**config.mk**
```make
export PLATFORM = sky130hd
export DESIGN_NAME = atualizador_atributos_flat
export DESIGN_NICKNAME = d
export VERILOG_FILES = /design/src/rtl/atualizador_atributos_if.sv /design/src/rtl/atualizador_atributos.sv /design/src/flat_wrapper.sv
export SDC_FILE = /design/constraint.sdc
export NUM_CORES = 1
export LEC_CHECK = 0
export ABC_AREA = 1
export ABC_CLOCK_PERIOD_IN_PS = 3900
export CAP_MARGIN = 20
export CORE_MARGIN = 8
export CORE_UTILIZATION = 50
export CTS_CLUSTER_DIAMETER = 50
export DETAILED_ROUTE_END_ITERATION = 12
export HOLD_SLACK_MARGIN = 0.1
export PLACE_DENSITY_LB_ADDON = 0.1
export SLEW_MARGIN = 20
export SYNTH_ARGS = -nofsm -noshare
export SYNTH_HDL_FRONTEND = slang
export SYNTH_SLANG_ARGS = --single-unit
```
**constraint.sdc**
```tcl
create_clock -name clk -period 3.9 [get_ports clk]
set_input_delay 0.78 -clock clk [delete_from_list [all_inputs] [get_ports clk]]
set_output_delay 0.78 -clock clk [all_outputs]
set_load 0.02 [all_outputs]
```
**src/rtl/atualizador_atributos_if.sv**
```systemverilog
// Purpose: bundles the attribute updater's control inputs and attribute/status outputs.
// Latency: none, this is wiring only.
// Backpressure: none; estado/novo_jogo are sampled levels, outputs are plain registers.
interface atualizador_atributos_if;
  logic [3:0] estado;
  logic       novo_jogo;
  logic [7:0] fome;
  logic [7:0] sono;
  logic [7:0] felicidade;
  logic       atualizou;
  logic       zerado;

  // State controller side: drives estado/novo_jogo, consumes the attributes.
  modport master (
    output estado,
    output novo_jogo,
    input  fome,
    input  sono,
    input  felicidade,
    input  atualizou,
    input  zerado
  );

  // Updater side.
  modport slave (
    input  estado,
    input  novo_jogo,
    output fome,
    output sono,
    output felicidade,
    output atualizou,
    output zerado
  );
endinterface

```
**src/rtl/atualizador_atributos.sv**
```systemverilog
// Purpose: per-tick update of fome/sono/felicidade through one shared saturating add/sub unit.
// Latency: tick edge E0 -> fome E0+1, sono E0+2, felicidade E0+3, atualizou E0+3..E0+4, zerado E0+4.
// Backpressure: none; novo_jogo aborts any sequence. Define ATUALIZADOR_CONGELA_EN to freeze updates while zerado.
module atualizador_atributos #(
  parameter int TICK_DIV  = 1000000,
  parameter int STEP_UP   = 8,
  parameter int STEP_DOWN = 1,
  parameter int INIT_VAL  = 128
) (
  input  logic                   clk,
  input  logic                   rst_n,
  atualizador_atributos_if.slave bus
);

  localparam int            CW         = (TICK_DIV > 1) ? $clog2(TICK_DIV) : 1;
  localparam logic [CW-1:0] LP_CNT_MAX = CW'(TICK_DIV - 1);
  localparam logic [7:0]    LP_INIT    = 8'(INIT_VAL);
  localparam logic [8:0]    LP_UP      = 9'(STEP_UP);
  localparam logic [7:0]    LP_DOWN    = 8'(STEP_DOWN);

  localparam logic [3:0] EST_IDLE     = 4'b0000;
  localparam logic [3:0] EST_DORMINDO = 4'b0001;
  localparam logic [3:0] EST_COMENDO  = 4'b0010;
  localparam logic [3:0] EST_AULA     = 4'b0100;
  localparam logic [3:0] EST_MORTO    = 4'b1000;

  typedef enum logic [2:0] {
    S_WAIT,
    S_FOME,
    S_SONO,
    S_FELIC,
    S_CHECK
  } state_t;

  typedef enum logic [1:0] {
    OP_NONE,
    OP_UP,
    OP_DOWN
  } op_t;

  logic [CW-1:0] r_cnt;
  state_t        r_state;
  logic [3:0]    r_estado_lat;
  logic [7:0]    r_fome;
  logic [7:0]    r_sono;
  logic [7:0]    r_felic;
  logic          r_atualizou;
  logic          r_zerado;

  logic          w_tick;
  logic          w_go;
  logic          w_any_zero;
  op_t           w_op_fome;
  op_t           w_op_sono;
  op_t           w_op_felic;
  op_t           w_op;
  logic [7:0]    w_operand;
  logic [8:0]    w_sum;
  logic [7:0]    w_result;

  assign w_tick     = (r_cnt == LP_CNT_MAX);
  assign w_any_zero = (r_fome == 8'h00) | (r_sono == 8'h00) | (r_felic == 8'h00);

`ifdef ATUALIZADOR_CONGELA_EN
  // A dead pet stays frozen: no new sequence starts while zerado is set.
  assign w_go = w_tick & ~r_zerado;
`else
  assign w_go = w_tick;
`endif

  // Free-running prescaler; restarts on novo_jogo so the next tick is a full period away.
  always_ff @(posedge clk or negedge rst_n) begin
    if (!rst_n) begin
      r_cnt <= '0;
    end else if (bus.novo_jogo || w_tick) begin
      r_cnt <= '0;
    end else begin
      r_cnt <= r_cnt + CW'(1);
    end
  end

  // Per-attribute operation for the latched estado; anything not one-hot-legal behaves as IDLE.
  always_comb begin
    w_op_fome  = OP_DOWN;
    w_op_sono  = OP_DOWN;
    w_op_felic = OP_DOWN;
    case (r_estado_lat)
      EST_COMENDO: begin
        w_op_fome  = OP_UP;
      end
      EST_DORMINDO: begin
        w_op_sono  = OP_UP;
        w_op_felic = OP_NONE;
      end
      EST_AULA: begin
        w_op_felic = OP_UP;
      end
      EST_MORTO: begin
        w_op_fome  = OP_NONE;
        w_op_sono  = OP_NONE;
        w_op_felic = OP_NONE;
      end
      default: begin
        w_op_fome  = OP_DOWN;
      end
    endcase
  end

  // Route the attribute owned by the current state into the shared unit.
  always_comb begin
    w_operand = r_fome;
    w_op      = OP_NONE;
    case (r_state)
      S_FOME: begin
        w_operand = r_fome;
        w_op      = w_op_fome;
      end
      S_SONO: begin
        w_operand = r_sono;
        w_op      = w_op_sono;
      end
      S_FELIC: begin
        w_operand = r_felic;
        w_op      = w_op_felic;
      end
      default: begin
        w_operand = r_fome;
        w_op      = OP_NONE;
      end
    endcase
  end

  // Shared saturating unit: 9-bit add clamped at 255, subtract floored at 0.
  always_comb begin
    w_sum    = {1'b0, w_operand} + LP_UP;
    w_result = w_operand;
    case (w_op)
      OP_UP:   w_result = w_sum[8] ? 8'hFF : w_sum[7:0];
      OP_DOWN: w_result = (w_operand < LP_DOWN) ? 8'h00 : (w_operand - LP_DOWN);
      default: w_result = w_operand;
    endcase
  end

  // Sequencer: latch estado on tick, write one attribute per cycle, pulse atualizou, update zerado.
  always_ff @(posedge clk or negedge rst_n) begin
    if (!rst_n) begin
      r_state      <= S_WAIT;
      r_estado_lat <= EST_IDLE;
      r_fome       <= LP_INIT;
      r_sono       <= LP_INIT;
      r_felic      <= LP_INIT;
      r_atualizou  <= 1'b0;
      r_zerado     <= 1'b0;
    end else if (bus.novo_jogo) begin
      r_state      <= S_WAIT;
      r_estado_lat <= EST_IDLE;
      r_fome       <= LP_INIT;
      r_sono       <= LP_INIT;
      r_felic      <= LP_INIT;
      r_atualizou  <= 1'b0;
      r_zerado     <= 1'b0;
    end else begin
      case (r_state)
        S_WAIT: begin
          if (w_go) begin
            r_estado_lat <= bus.estado;
            r_state      <= S_FOME;
          end
        end
        S_FOME: begin
          r_fome  <= w_result;
          r_state <= S_SONO;
        end
        S_SONO: begin
          r_sono  <= w_result;
          r_state <= S_FELIC;
        end
        S_FELIC: begin
          r_felic     <= w_result;
          r_atualizou <= 1'b1;
          r_state     <= S_CHECK;
        end
        S_CHECK: begin
          r_atualizou <= 1'b0;
          if (w_any_zero) begin
            r_zerado <= 1'b1;
          end
          r_state <= S_WAIT;
        end
        default: begin
          r_atualizou <= 1'b0;
          r_state     <= S_WAIT;
        end
      endcase
    end
  end

  assign bus.fome       = r_fome;
  assign bus.sono       = r_sono;
  assign bus.felicidade = r_felic;
  assign bus.atualizou  = r_atualizou;
  assign bus.zerado     = r_zerado;

endmodule

```
**src/flat_wrapper.sv**
```systemverilog
// flat-port wrapper written by rule: the top's interface ports become plain ports
module atualizador_atributos_flat 
#(
  parameter int TICK_DIV  = 1000000,
  parameter int STEP_UP   = 8,
  parameter int STEP_DOWN = 1,
  parameter int INIT_VAL  = 128
)
  (clk, rst_n, bus_estado, bus_novo_jogo, bus_fome, bus_sono, bus_felicidade, bus_atualizou, bus_zerado);
  atualizador_atributos_if bus_i ();
  input  logic clk;
  input  logic rst_n;
  input wire logic [$bits(bus_i.estado)-1:0] bus_estado;
  input wire logic [$bits(bus_i.novo_jogo)-1:0] bus_novo_jogo;
  output wire logic [$bits(bus_i.fome)-1:0] bus_fome;
  output wire logic [$bits(bus_i.sono)-1:0] bus_sono;
  output wire logic [$bits(bus_i.felicidade)-1:0] bus_felicidade;
  output wire logic [$bits(bus_i.atualizou)-1:0] bus_atualizou;
  output wire logic [$bits(bus_i.zerado)-1:0] bus_zerado;
  assign bus_i.estado = bus_estado;
  assign bus_i.novo_jogo = bus_novo_jogo;
  assign bus_fome = bus_i.fome;
  assign bus_sono = bus_i.sono;
  assign bus_felicidade = bus_i.felicidade;
  assign bus_atualizou = bus_i.atualizou;
  assign bus_zerado = bus_i.zerado;
  atualizador_atributos #(.TICK_DIV(TICK_DIV), .STEP_UP(STEP_UP), .STEP_DOWN(STEP_DOWN), .INIT_VAL(INIT_VAL)) u_core (.clk(clk), .rst_n(rst_n), .bus(bus_i));
endmodule
```
# [Word level (Yosys, flattened, before mapping)]
# Cells that the tools add are included.
[word_totals] output_inout_bits=26 word_cells=69 register_bits=53
[classes] eq_ne=13 magnitude_cmp=1 mux=26 add_sub_neg=3 reduce_logical=16 bitwise_logic=2
[op_table] cell="two-way mux 8 bit" n=8
[op_table] cell="one-hot mux 8 bit (2 select lines)" n=2
[op_table] cell="logical NOT 8 bit" n=3
[op_table] cell="adder 20 x 1 -> 20 bit (second input constant)" n=1
[op_table] cell="== test 20 bit (second input constant)" n=1
[op_table] cell="two-way mux 20 bit" n=1
[op_table] cell="nonzero test 2 bit" n=7
[op_table] cell="two-way mux 4 bit" n=3
[op_table] cell="one-hot mux 2 bit (2 select lines)" n=3
[op_table] cell="one-hot mux 3 bit (4 select lines)" n=1
[op_table] cell="adder 8 x 4 -> 9 bit (second input constant)" n=1
[op_table] cell="< comparator 8 x 1 -> 1 bit (second input constant)" n=1
[op_table] cell="subtractor 8 x 1 -> 8 bit (second input constant)" n=1
[op_table] cell="== test 3 x 2 -> 1 bit (second input constant)" n=2
[op_table] cell="two-way mux 3 bit" n=2
[op_table] cell="one-hot mux 2 bit (3 select lines)" n=1
[op_table] cell="== test 4 x 1 -> 1 bit (second input constant)" n=1
[op_table] cell="== test 4 x 2 -> 1 bit (second input constant)" n=1
[op_table] cell="== test 4 x 3 -> 1 bit (second input constant)" n=1
[op_table] cell="== test 4 bit (second input constant)" n=1
[op_table] cell="two-way mux 1 bit" n=4
[op_table] cell="AND reduction 2 bit" n=2
[op_table] cell="== test 3 x 1 -> 1 bit (second input constant)" n=1
[op_table] cell="== test 3 bit (second input constant)" n=1
[op_table] cell="10 further kinds" n=11

# [Longest topological paths before layout]
[depth] depth_word=8 mapped_depth=19

# [Worst setup path after synthesis]
# Ideal clock, no wire load.
[synth_path] path_kind="register to register" startpoint="register u_core.r_state[0]" endpoint="register u_core.r_felic[0], in the netlist u_core.bus.felicidade[0]" stages_incl_launch_ff=13 setup_ps=118 arrival_time_ps=1945 required_ps=3782 setup_slack_ps=1837 cell_sequence="dfrtp_1 buf_4 inv_2 nand3_4 nor4_1 nor3_1 ha_1 inv_1 buf_2 o21ai_0 inv_1 nand3_1 nand2_1"
[synth_via] elab_chain_len=7
[synth_lines] element="start, declared" line_no="atualizador_atributos.sv:42" source="state_t r_state;"
[synth_lines] element="start signal, assigned" line_no="atualizador_atributos.sv:147" source="r_state <= S_WAIT;"
[synth_lines] element="start signal, assigned" line_no="atualizador_atributos.sv:155" source="r_state <= S_WAIT;"
[synth_lines] element="start signal, assigned" line_no="atualizador_atributos.sv:167" source="r_state <= S_FOME;"
[synth_lines] element="== test 3 x 2 -> 1 bit, on equally long branches" line_no="atualizador_atributos.sv:113, atualizador_atributos.sv:163"
[synth_lines] element="one-hot mux 8 bit (2 select lines)" line_no="atualizador_atributos.sv:113" source="case (r_state)"
[synth_lines] element="subtractor 8 x 1 -> 8 bit, or another cell as far along" line_no="atualizador_atributos.sv:139" source="OP_DOWN: w_result = (w_operand < LP_DOWN) ? 8'h00 : (w_operand - LP_DOWN);"
[synth_lines] element="two-way mux 8 bit, on equally long branches" line_no="atualizador_atributos.sv:139, atualizador_atributos.sv:138"
[synth_lines] element="one-hot mux 8 bit (2 select lines)" line_no="atualizador_atributos.sv:137" source="case (w_op)"
[synth_lines] element="two-way mux 8 bit" line_no="atualizador_atributos.sv:163" source="case (r_state)"
[synth_lines] element="two-way mux 8 bit" line_no="atualizador_atributos.sv:154" source="end else if (bus.novo_jogo) begin"
[synth_lines] element="end signal, assigned" line_no="atualizador_atributos.sv:179" source="r_felic <= w_result;"
[synth_lines] element="end, declared" line_no="atualizador_atributos.sv:46" source="logic [7:0] r_felic;"
# Parallel ways exist; a longest one is shown, timed or not. The select of a mux whose other input is x is not followed.
# A chain may end at the register's enable or synchronous reset.

# [Worst setup path after layout]
[layout_path] startpoint="register u_core.r_state[1]" endpoint="register u_core.r_fome[1], in the netlist u_core.bus.fome[1]"
[layout_via] elab_chain_len=7
[layout_lines] element="== test 3 x 2 -> 1 bit" line_no="atualizador_atributos.sv:113"
[layout_lines] element="one-hot mux 8 bit (2 select lines)" line_no="atualizador_atributos.sv:113"
[layout_lines] element="subtractor 8 x 1 -> 8 bit, or another cell as far along" line_no="atualizador_atributos.sv:139"
[layout_lines] element="two-way mux 8 bit, on equally long branches" line_no="atualizador_atributos.sv:139, atualizador_atributos.sv:138"
[layout_lines] element="one-hot mux 8 bit (2 select lines)" line_no="atualizador_atributos.sv:137"
[layout_lines] element="two-way mux 8 bit" line_no="atualizador_atributos.sv:163"
[layout_lines] element="two-way mux 8 bit" line_no="atualizador_atributos.sv:154"
[layout_lines] element="end signal, assigned" line_no="atualizador_atributos.sv:171" source="r_fome <= w_result;"
[layout_lines] element="end, declared" line_no="atualizador_atributos.sv:44" source="logic [7:0] r_fome;"
# Parallel ways exist; a longest one is shown, timed or not. The select of a mux whose other input is x is not followed.

==> results.yml <==
outcome:
  outcome: "finished clean"
timing:
  slew_headroom_pct: 50.5
  worstMarginPinSlew_ns: 0.743
  rsz0062_at_grt: "false"
  post-route-period-util_pct: 66.8
  maxSlewViolCount: 0
  setup_slack_ns: 1.30
  hold_slack_ns: 0.497
  fmax_mhz: 384
  setup_viol: 0
  skew_ns: 0.00749
  min_period_ns: 2.60
  hold_viol: 0
  tns_ns: 0
cells_and_area:
  fin_nets: 501
  antenna_cells: 0
  stdcell_count: 571
  seq_area_sq_um: 1330
  syn_to_final_growth_pct: 15.5
  n_fill_cell: 644
  drive_above_1_share_pct: 13.0
  multiInputGateArea_sq_um: 1760
synth:
  synth-seq-cells: 53
  synth_top_area_cell: "dfrtp_1"
  async_flop_share_pct: 100
  synth.avg_cell_area_sq_um: 7.37
  synth-edff-count: 0
  synth-seq-area-share_pct: 39.7
  ys_types: 39
  ys_top_cells_by_count: "nand2_1 (136), inv_1 (52), dfrtp_1 (50)"
  ys_warn_count: 0
  syn-num-nets: 465
  yosys-top-cells-area: "dfrtp_1 (37%), nand2_1 (15%), nand3_1 (6.1%)"
  synth.top_cell.area_share_pct: 37.4
  ys.flop_type: "dfrtp_1"
  syn_area_sq_um: 3350
  synth.most_common_cell: "nand2_1"
  synth_cells: 454
cts:
  clock_latency_ns: 0.31
  clk_path_buf_depth: 2
  root_buffer: "clkbuf_8"
  clk_pin_slew_ns: 0.10
  cts_resized: 0
  numCtsBuffers: 5
  h-tree-depth: 2
  cts_hold_buffers: 0
  cts_tree: "built"
  postCtsSetupBuffers: 0
  cts.sinks: 53
grt:
  antenna_found_initial: 0
  grt_pass1_wl_um: 14600
  overflow: 0
  grt_pass1_vias: 3110
  grt_usage_pct: 18.6
  grt_start_max_net_pins: 33
detailed_routing:
  dr_total_vias: 3128
  postRouteAntennaNets: 0
  routedWlPerCell_um: 15.2
  drt-total-wl_um: 8690
  dr.pass1.iters: 4
  drc: 0
  initialDrtViolationCount: 132
  via_per_inst: 5.48
worst_setup_path:
  crit_arrival_ns: 2.85
  cp.required_ns: 4.15
  worstSetupStartpointType: "register"
  cp-end-kind: "register"
  cpPeakStageDelay_ns: 0.67
  slowest_stage: "dfrtp_1"
  cp_cell_sequence: "inv_2, nor2_4, o21ai_0, a31oi_1, a21oi_1, nor2_1, ha_1, inv_1, o21ai_0, inv_1, nand3_1, nand2_1"
  critical_path_class: "register to register"
  path_max_fanout: 12
floorplan:
  fp.coreArea_sq_um: 6640
  start_util_pct: 50.4
  fp.dieW_um: 97.8
  dieArea_sq_um: 9570
  io_pins: 33
  die_y_um: 97.8
  fp-row-count: 30
placement:
  place_ws_ns: 1.19
  hpwlAfterDp_um: 6780
  gp_congestion: 0.971
  portBuffers: 32
  place_inst: 563
hold_path:
  hold_class: "register to register"
power_and_ir_drop:
  clkPwrFrac_pct: 22.2
  pwr-share-comb_pct: 39.4
  power.leakage_nw: 1.94
  swShare_pct: 40.1
  p_switching_mw: 0.719
  p_int_mw: 1.07
  power_mw: 1.79
  pwr-share-seq_pct: 38.3
  ir_worst_vdd_mv: 0.170
  pwr_density_cell_nw_per_um2: 464
flow_run:
  max_cap_viol_count: 0
## registers in the layout (all words and copies together) (netlist names)
name and count:
u_core.r_estado_lat 4, u_core.bus.atualizou 1, u_core.r_state 3, u_core.r_cnt 20, u_core.bus.sono 8, u_core.bus.felicidade 8, u_core.bus.zerado 1, u_core.bus.fome 8
## power groups by stage
stage,clock (mW),sequential [mW],combinational (mW)
finish,0.399,0.688,0.708
global route,0.426,0.696,0.784
CTS,0.406,0.687,0.707
detailed placement,0,0.697,0.704
global placement,0,0.696,0.696
floorplan,0,0.731,0.426
## metrics by stage
step	cell area, sq um	utilization, %
after floorplan	3350	-
after detailed placement	3750	56.4
after CTS	3870	58.2
after global placement	3750	56.4
after global routing	3870	58.2
final	3870	58.2
## critical path, delay by kind of cell, from the launching register on
kind / cells / cell delay [ns]
adder cells (fa/ha/maj): 1 / 0.30
buffers and inverters: 3 / 0.56
flip-flops: 1 / 0.67
AO/OA/AOI/OAI: 4 / 0.51
AND/OR/NAND/NOR: 4 / 0.50
## placed cells by master, fill, tap and decap left out, types with 11 or more instances in the layout
cell,instances
a21oi_1,16
nand2_1,136
nor3_1,11
dfrtp_1,50
nor2_1,34
nand3_2,13
inv_1,52
clkdlybuf4s50_1,31
o21ai_0,16
nand3_1,41
## per-layer routing
metal	wire, um	part of all wire [%]	global-route usage [%]
met1	3730	43	22.7
met2	4430	51	32.1
met3	346	4.0	2.70
met4	193	2.2	7.43
met5	0	0	0
## area by class of cell
| type | instances | share of cell area [%] |
|---|---|---|
| clock inverters | 2 | 0.970 |
| well taps | 80 | 2.59 |
| multi-input cells | 337 | 45.4 |
| flip-flops and latches | 53 | 34.4 |
| repair buffers | 35 | 8.73 |
| inverters | 58 | 5.76 |
| clock buffers | 6 | 2.13 |
## logic make-up after synthesis
logic type               share of synthesized area (%)
adder cells (fa/ha/maj)                           1.49
flip-flops                                        39.7
buffers and inverters                             7.77
AO/OA/AOI/OAI                                     7.36
AND/OR/NAND/NOR                                   42.6
XOR/XNOR                                          1.05
## worst paths after layout
path	endpoint	start	cells past startpoint	slack, ns
setup / recovery	u_core.bus.fome[1]	u_core.r_state[1]	12	1.30
min in group asynchronous	u_core.r_state[1]	rst_n	1	0.53
hold reg to reg	u_core.bus.sono[7]	u_core.bus.sono[7]	2	0.50
hold / removal	u_core.bus.sono[7]	u_core.bus.sono[7]	2	0.50
max in group asynchronous	u_core.bus.sono[7]	rst_n	2	2.53
setup reg to reg	u_core.bus.fome[1]	u_core.r_state[1]	12	1.30
Note: power is estimated with default switching activity, not from simulation.
